===== config.mk =====
export PLATFORM = sky130hd
export DESIGN_NAME = keypad_scan_4x4
export DESIGN_NICKNAME = d
export VERILOG_FILES = /design/src/rtl/keypad_pkg.sv /design/src/rtl/keypad_col_timer.sv /design/src/rtl/keypad_scan_4x4.sv
export SDC_FILE = /design/constraint.sdc
export NUM_CORES = 1
export LEC_CHECK = 0
export CAP_MARGIN = 20
export CORE_ASPECT_RATIO = 1.4
export CORE_MARGIN = 3
export CORE_UTILIZATION = 50
export DETAILED_ROUTE_END_ITERATION = 8
export HOLD_SLACK_MARGIN = 0.12
export PLACE_DENSITY = 0.68
export SETUP_SLACK_MARGIN = 0.5
export SLEW_MARGIN = 0
export SYNTH_ARGS = -nofsm -noshare
export SYNTH_HDL_FRONTEND = slang
export SYNTH_HIERARCHICAL = 1
export SYNTH_SLANG_ARGS = --single-unit

===== constraint.sdc =====
create_clock -name clk -period 3.75 [get_ports clk]
set_input_delay 0.375 -clock clk [delete_from_list [all_inputs] [get_ports clk]]
set_output_delay 0.375 -clock clk [all_outputs]
set_load 0.02 [all_outputs]

===== src/rtl/keypad_pkg.sv =====
// Shared constants for the 4x4 keypad scanner: geometry, FSM encodings and
// key-count classification used by the debounce state machine.
package keypad_pkg;

   localparam int NUM_ROWS = 4;
   localparam int NUM_COLS = 4;
   localparam int KEYS     = NUM_ROWS * NUM_COLS;

   typedef enum logic [2:0] {
      ST_REL   = 3'b001,
      ST_PRESS = 3'b010,
      ST_MULTI = 3'b100
   } state_t;

   typedef enum logic [1:0] {
      ZERO = 2'd0,
      ONE  = 2'd1,
      MANY = 2'd2
   } pop_t;

   // Clearing the lowest set bit leaves zero only for a single-bit word.
   function automatic pop_t pop_class(input logic [KEYS-1:0] v);
      if (v == '0)
         return ZERO;
      else if ((v & (v - 1'b1)) == '0)
         return ONE;
      else
         return MANY;
   endfunction

endpackage


===== src/rtl/keypad_col_timer.sv =====
// Column dwell timer: holds each column low for SCAN_DIV cycles and strobes
// sample_stb on the last cycle of the dwell, while col_idx still names it.
module keypad_col_timer
   import keypad_pkg::*;
#(
   parameter int SCAN_DIV = 1000
) (
   input  logic                clk,
   input  logic                rst_n,
   output logic                sample_stb,
   output logic [1:0]          col_idx,
   output logic [NUM_COLS-1:0] col_out
);

   localparam logic [15:0] LAST = 16'(SCAN_DIV - 1);

   logic [15:0] cnt;

   assign sample_stb = (cnt == LAST);
   assign col_out    = ~(4'b0001 << col_idx);

   always_ff @(posedge clk or negedge rst_n) begin
      if (!rst_n) begin
         cnt     <= '0;
         col_idx <= 2'd0;
      end else if (sample_stb) begin
         cnt     <= '0;
         col_idx <= col_idx + 2'd1;
      end else begin
         cnt     <= cnt + 16'd1;
      end
   end

endmodule


===== src/rtl/keypad_scan_4x4.sv =====
// 4x4 active-low keypad scanner with full-scan debounce; presents a legal
// one-hot key word (or zero) to the downstream 16-to-4 encoder.
module keypad_scan_4x4
   import keypad_pkg::*;
#(
   parameter int SCAN_DIV = 1000,
   parameter int DEBOUNCE = 4
) (
   input  logic                clk,
   input  logic                rst_n,
   input  logic [NUM_ROWS-1:0] row_in,
   output logic [NUM_COLS-1:0] col_out,
   output logic [KEYS-1:0]     key_onehot,
   output logic                key_valid,
   output logic                key_held,
   output logic                key_multi
);

   localparam logic [3:0] DEB_MAX = 4'(DEBOUNCE);

   logic                sample_stb;
   logic [1:0]          col_idx;
   logic [NUM_ROWS-1:0] row_p0, row_p1;
   logic [NUM_ROWS-1:0] pressed;
   logic [KEYS-1:0]     snap, snap_nxt, prev;
   logic [3:0]          stable, stable_nxt;
   logic                scan_done, deb_upd;
   pop_t                cls;
   state_t              state;

   keypad_col_timer #(.SCAN_DIV(SCAN_DIV)) u_col_timer (
      .clk        (clk),
      .rst_n      (rst_n),
      .sample_stb (sample_stb),
      .col_idx    (col_idx),
      .col_out    (col_out)
   );

   // Synchronizer stage: rows idle high, so reset to "nothing pressed"
   always_ff @(posedge clk or negedge rst_n) begin
      if (!rst_n) begin
         row_p0 <= '1;
         row_p1 <= '1;
      end else begin
         row_p0 <= row_in;
         row_p1 <= row_p0;
      end
   end

   assign pressed = ~row_p1;

   always_comb begin
      snap_nxt = snap;
      for (int r = 0; r < NUM_ROWS; r++)
         snap_nxt[r*NUM_COLS + int'(col_idx)] = pressed[r];
   end

   assign scan_done  = sample_stb && (col_idx == 2'd3);
   assign stable_nxt = (snap_nxt != prev)   ? 4'd1 :
                       (stable == DEB_MAX)  ? DEB_MAX : stable + 4'd1;
   // The completed snapshot doubles as the debounced vector on the update cycle
   assign deb_upd    = scan_done && (stable_nxt == DEB_MAX);
   assign cls        = pop_class(snap_nxt);

   // Snapshot / debounce stage
   always_ff @(posedge clk or negedge rst_n) begin
      if (!rst_n) begin
         snap   <= '0;
         prev   <= '0;
         stable <= '0;
      end else begin
         if (sample_stb)
            snap <= snap_nxt;
         if (scan_done) begin
            prev   <= snap_nxt;
            stable <= stable_nxt;
         end
      end
   end

   // Output stage: FSM and registered key outputs
   always_ff @(posedge clk or negedge rst_n) begin
      if (!rst_n) begin
         state      <= ST_REL;
         key_onehot <= '0;
         key_valid  <= 1'b0;
         key_held   <= 1'b0;
         key_multi  <= 1'b0;
      end else begin
         key_valid <= 1'b0;
         if (deb_upd) begin
            unique case (state)
               ST_REL, ST_MULTI: begin
                  if (cls == ZERO) begin
                     state      <= ST_REL;
                     key_onehot <= '0;
                     key_held   <= 1'b0;
                     key_multi  <= 1'b0;
                  end else if (cls == ONE) begin
                     state      <= ST_PRESS;
                     key_onehot <= snap_nxt;
                     key_valid  <= 1'b1;
                     key_held   <= 1'b1;
                     key_multi  <= 1'b0;
                  end else begin
                     state      <= ST_MULTI;
                     key_onehot <= '0;
                     key_held   <= 1'b0;
                     key_multi  <= 1'b1;
                  end
               end
               ST_PRESS: begin
                  if (cls == ZERO) begin
                     state      <= ST_REL;
                     key_onehot <= '0;
                     key_held   <= 1'b0;
                  end else if (cls == ONE) begin
                     if (snap_nxt != key_onehot) begin
                        key_onehot <= snap_nxt;
                        key_valid  <= 1'b1;
                     end
                  end else begin
                     state      <= ST_MULTI;
                     key_onehot <= '0;
                     key_held   <= 1'b0;
                     key_multi  <= 1'b1;
                  end
               end
               default: begin
                  state      <= ST_REL;
                  key_onehot <= '0;
                  key_held   <= 1'b0;
                  key_multi  <= 1'b0;
               end
            endcase
         end
      end
   end

endmodule


==> flow_summary.html <==
<table>
<tr><th>Metric</th><th>Value</th></tr>
<tr><th colspan="2">Die</th></tr>
<tr><td>Area of the placeable core</td><td>0.0106 mm²</td></tr>
<tr><td>Chip Width</td><td>94.7 µm</td></tr>
<tr><td>Count of pins on the block boundary</td><td>29</td></tr>
<tr><td>Die Ht</td><td>130 µm</td></tr>
<tr><td>Die outline area</td><td>0.0123 mm²</td></tr>
<tr><td>Row Count</td><td>44</td></tr>
<tr><td>Effective utilization at floorplan</td><td>0.520</td></tr>
<tr><th colspan="2">GRT</th></tr>
<tr><td>Global routing usage summed across all routing layers</td><td>0.299</td></tr>
<tr><td>Global-route wire length before repair</td><td>28.0 mm</td></tr>
<tr><td>Total congestion overflow</td><td>0</td></tr>
<tr><td>Antenna violations before repair</td><td>0</td></tr>
<tr><td>Vias in the first global route</td><td>between 5,000 and 6,000</td></tr>
<tr><td>Largest net degree at the start of global routing</td><td>85</td></tr>
<tr><th colspan="2">Route</th></tr>
<tr><td>Length of routed wiring on met1</td><td>6.82 mm</td></tr>
<tr><td>DR DRC count</td><td>0</td></tr>
<tr><td>1st-pass router iterations</td><td>6</td></tr>
<tr><td>Met3 wire length</td><td>1.23 mm</td></tr>
<tr><td>Met2 WL</td><td>8.83 mm</td></tr>
<tr><td>Antenna violation net count after detailed routing</td><td>0</td></tr>
<tr><td>Via density</td><td>6.55</td></tr>
<tr><td>DR top layer</td><td>met4</td></tr>
<tr><td>Per-cell routed wire length</td><td>22.1 µm</td></tr>
<tr><td>Number of design-rule violations left by the first detailed-router iteration</td><td>535</td></tr>
<tr><td>Total wirelength of the detailed-routed design</td><td>17.7 mm</td></tr>
<tr><td>Total number of vias</td><td>between 5,000 and 6,000</td></tr>
<tr><th colspan="2">Power and ir drop</th></tr>
<tr><td>Clk network pwr share</td><td>0.473</td></tr>
<tr><td>Total power density per cell area</td><td>~300 mW/mm²</td></tr>
<tr><td>P_sw</td><td>between 0.0004 and 0.0005 W</td></tr>
<tr><td>Internal Dissipation</td><td>0.00149 W</td></tr>
<tr><td>Switching power share of the total</td><td>0.229</td></tr>
<tr><td>Power share of the sequential group</td><td>0.481</td></tr>
<tr><td>Pleak</td><td>2.73 nW</td></tr>
<tr><td>Max rail drop VDD</td><td>0.212 mV</td></tr>
<tr><td>Share of total power in combinational logic</td><td>0.047</td></tr>
<tr><th colspan="2">Synthesis</th></tr>
<tr><td>Net count of the mapped netlist</td><td>624</td></tr>
<tr><td>Sequential share of the synthesized area</td><td>0.384</td></tr>
<tr><td>Dominant synthesized flop cell</td><td>sky130_fd_sc_hd__dfrtp_1</td></tr>
<tr><td>Post-synthesis instance area</td><td>0.00550 mm²</td></tr>
<tr><td>Most area-consuming cells after synthesis</td><td>sky130_fd_sc_hd__dfrtp_1 34%, sky130_fd_sc_hd__o21ai_0 4.9%, sky130_fd_sc_hd__dfstp_2 4.3%</td></tr>
<tr><td>Seq cells post-synth</td><td>84</td></tr>
<tr><td>Yosys cell types</td><td>87</td></tr>
<tr><td>Mean area per synthesized cell</td><td>9.00 µm²</td></tr>
<tr><td>Ranking of synthesized cells by instance count</td><td>75 x sky130_fd_sc_hd__dfrtp_1, 54 x sky130_fd_sc_hd__o21ai_0, 51 x sky130_fd_sc_hd__nand2_1</td></tr>
<tr><td>Most common cell in the netlist</td><td>sky130_fd_sc_hd__dfrtp_1</td></tr>
<tr><td>Share of flip-flops with an asynchronous set or reset</td><td>1.00</td></tr>
<tr><td>Gate count of the mapped netlist</td><td>611</td></tr>
<tr><td>Number of synthesized flops with an enable pin</td><td>0</td></tr>
<tr><td>Post-synth top area cell</td><td>sky130_fd_sc_hd__dfrtp_1</td></tr>
<tr><td>Yosys top cell area share</td><td>0.341</td></tr>
<tr><td>Synthesis Warnings</td><td>6</td></tr>
<tr><th colspan="2">CTS</th></tr>
<tr><td>Clock Pin Slew Worst Setup and Hold Paths</td><td>approximately 0.070 ns</td></tr>
<tr><td>Clk Latency, worst-skew pair</td><td>0.35 ns</td></tr>
<tr><td>CTS Root Buffer Type</td><td>sky130_fd_sc_hd__clkbuf_16</td></tr>
<tr><td>Inserted Clock Buffers</td><td>9</td></tr>
<tr><td>TritonCTS clock tree</td><td>built</td></tr>
<tr><td>Maximum buffer depth of the clock tree</td><td>2</td></tr>
<tr><td>H-tree lvl count</td><td>3</td></tr>
<tr><td>CTS Sinks</td><td>84</td></tr>
<tr><th colspan="2">STA</th></tr>
<tr><td>Worst Slack Setup Final</td><td>0.612 ns</td></tr>
<tr><td>Number of slew-limit violations in the final report</td><td>0</td></tr>
<tr><td>Slew at the pin with the worst max-slew slack</td><td>0.768 ns</td></tr>
<tr><td>Number of endpoints failing setup at the final stage</td><td>0</td></tr>
<tr><td>Final hold viol count</td><td>0</td></tr>
<tr><td>Worst slew margin relative to its limit</td><td>0.484</td></tr>
<tr><td>Clock Skew</td><td>0.00791 ns</td></tr>
<tr><td>Total negative setup slack</td><td>0 ns</td></tr>
<tr><td>Peak Freq</td><td>0.319 GHz</td></tr>
<tr><td>Setup repair after global routing missed its margin</td><td>no</td></tr>
<tr><td>Final worst path period share</td><td>0.837</td></tr>
<tr><td>Worst slack on hold paths</td><td>approximately 0.36 ns</td></tr>
<tr><td>Min cycle time layout</td><td>3.14 ns</td></tr>
<tr><th colspan="2">Setup path</th></tr>
<tr><td>Type of the setup path with the least slack</td><td>reg -&gt; reg</td></tr>
<tr><td>R2R Setup Slk</td><td>0.61 ns</td></tr>
<tr><td>Arrival time reported for the critical path endpoint</td><td>3.43 ns</td></tr>
<tr><td>Element type at the critical path start</td><td>flop</td></tr>
<tr><td>Reg-to-reg critical path startpoint</td><td>u_col_timer/col_idx[0]$_DFFE_PN0N_</td></tr>
<tr><td>Required time of the critical path</td><td>4.04 ns</td></tr>
<tr><td>Peak fanout along the critical path</td><td>13</td></tr>
<tr><td>Beginning of the critical path</td><td>u_col_timer/col_idx[0]$_DFFE_PN0N_</td></tr>
<tr><td>Critical Path End Type</td><td>flop</td></tr>
<tr><th colspan="2">Place</th></tr>
<tr><td>Final HPWL from detailed placement</td><td>12.4 mm</td></tr>
<tr><td>Number of placed instances with taps included</td><td>765</td></tr>
<tr><td>Routability congestion estimate from global placement</td><td>just under 1</td></tr>
<tr><td>Port Buffers</td><td>28</td></tr>
<tr><td>Worst setup slack before clock tree synthesis</td><td>0.299 ns</td></tr>
<tr><th colspan="2">Final layout</th></tr>
<tr><td>Total area of multi-input combinational cells</td><td>between 0.003 and 0.004 mm²</td></tr>
<tr><td>Antenna Cells</td><td>0</td></tr>
<tr><td>Final net count</td><td>~670</td></tr>
<tr><td>Number of standard cells in the layout, taps in and fillers out</td><td>around 800</td></tr>
<tr><td>Final core utilization</td><td>0.620</td></tr>
<tr><td>Reg area</td><td>roughly 0.0021 mm²</td></tr>
<tr><td>Share of final-layout standard cells stronger than drive strength 1</td><td>0.177</td></tr>
<tr><td>Synth-to-layout area growth</td><td>19.2%</td></tr>
<tr><td>Filler cell count in the final layout</td><td>932</td></tr>
<tr><th colspan="2">Hold path</th></tr>
<tr><td>Worst Hold Class</td><td>reg -&gt; reg</td></tr>
<tr><td>Hold path startpoint</td><td>row_p0[3]$_DFF_PN1_</td></tr>
<tr><th colspan="2">Flow run</th></tr>
<tr><td>Number of max-cap violations</td><td>0</td></tr>
<tr><th colspan="2">Run status</th></tr>
<tr><td>Run status</td><td>completed</td></tr>
</table>
## per-stage QoR
stage | instance area [µm²] | total power, W
2_1_floorplan | 5500 | 0.000979
4_1_cts | 6280 | 0.00193
3_3_place_gp | 5950 | 0.00102
6_report | 6560 | 0.00193
5_1_grt | 6560 | 0.00199
3_5_place_dp | 5950 | 0.00102
## state kept, by name, summed over array words and instances, names as in the netlist
name and count:
u_col_timer/cnt 16, key_multi 1, key_onehot 16, prev 16, row_p1 4, state 3, stable 4, snap 16
key_held 1, u_col_timer/col_idx 2, row_p0 4, key_valid 1
## cells in the final DEF, fill, tap and decap left out, types with 14 or more instances in the layout
| cell type | instances |
|---|---|
| sky130_fd_sc_hd__nor3_1 | 14 |
| sky130_fd_sc_hd__o21ai_0 | 53 |
| sky130_fd_sc_hd__nor2_1 | 30 |
| sky130_fd_sc_hd__clkdlybuf4s50_1 | 27 |
| sky130_fd_sc_hd__buf_4 | 40 |
| sky130_fd_sc_hd__nand2b_1 | 16 |
| sky130_fd_sc_hd__inv_1 | 31 |
| sky130_fd_sc_hd__nand2_1 | 51 |
| sky130_fd_sc_hd__dfrtp_1 | 73 |
| sky130_fd_sc_hd__a22o_1 | 17 |
| sky130_fd_sc_hd__nand3_1 | 18 |
| sky130_fd_sc_hd__a21oi_1 | 32 |
## power by group through the flow
stage	Combinational (W)	Sequential (W)	Clock (W)
floorplan	0.0000465	0.000932	0
global placement	0.0000736	0.000945	0
detailed placement	0.0000742	0.000944	0
CTS	0.0000761	0.000928	0.000929
global route	0.0000982	0.000928	0.000964
finish	0.0000904	0.000928	0.000913
## layer usage
metal  vias up  global-route usage
met5         -                   0
met4         0               0.144
met3        67              0.0548
met2       282               0.500
met1      2536               0.370
li1       2340                   -
## layout make-up
class / count / area share
timing repair buffer: 75 / 0.106
sequential: 84 / 0.324
multi-input combinational: 453 / 0.477
tap: 138 / 0.0263
inverter: 32 / 0.0183
clock buffer: 10 / 0.0364
clock inverter: 6 / 0.0109
## worst paths after layout
path | endpoint | depth (start not counted)
worst min-delay path | row_p1[3]$_DFF_PN1_ | 0
worst min register to register | row_p1[3]$_DFF_PN1_ | 0
min in group asynchronous | u_col_timer/cnt[5]$_DFF_PN0_ | 2
worst max-delay path | key_multi$_DFFE_PN0P_ | 11
worst max register to register | key_multi$_DFFE_PN0P_ | 11
max in group asynchronous | row_p0[0]$_DFF_PN1_ | 3
## cells by family (layout without fill, tap and decap cells)
family	count (synthesis)	count (layout)	share of synthesized area
AO/OA/AOI/OAI	192	192	0.241
XOR/XNOR	24	24	0.0382
adder cells (fa/ha/maj)	7	7	0.0159
buffers and inverters	74	123	0.0669
flip-flops	84	84	0.384
multiplexers	18	18	0.0359
AND/OR/NAND/NOR	212	212	0.218
## critical path, stage by stage (launching register included)
cell and delay, ns:
sky130_fd_sc_hd__dfrtp_2 0.50, sky130_fd_sc_hd__buf_12 0.18, sky130_fd_sc_hd__or2_4 0.26, sky130_fd_sc_hd__a211oi_2 0.21, sky130_fd_sc_hd__o21ai_1 0.10, sky130_fd_sc_hd__a2111o_1 0.48, sky130_fd_sc_hd__nor4_4 0.40, sky130_fd_sc_hd__buf_4 0.19
sky130_fd_sc_hd__nand3_1 0.06, sky130_fd_sc_hd__buf_4 0.18, sky130_fd_sc_hd__or3b_1 0.42, sky130_fd_sc_hd__nand2_1 0.08
## timing repair
action                                  CTS  global route
hold buffers                              0             1
endpoints found under the hold margin     0            14
cloned                                    0             1
pin swaps                                 0            10
gates resized for setup                   5            26
buffers inserted                          0            14
endpoints found under the setup margin   21            21
(Power assumes the default switching activity.)
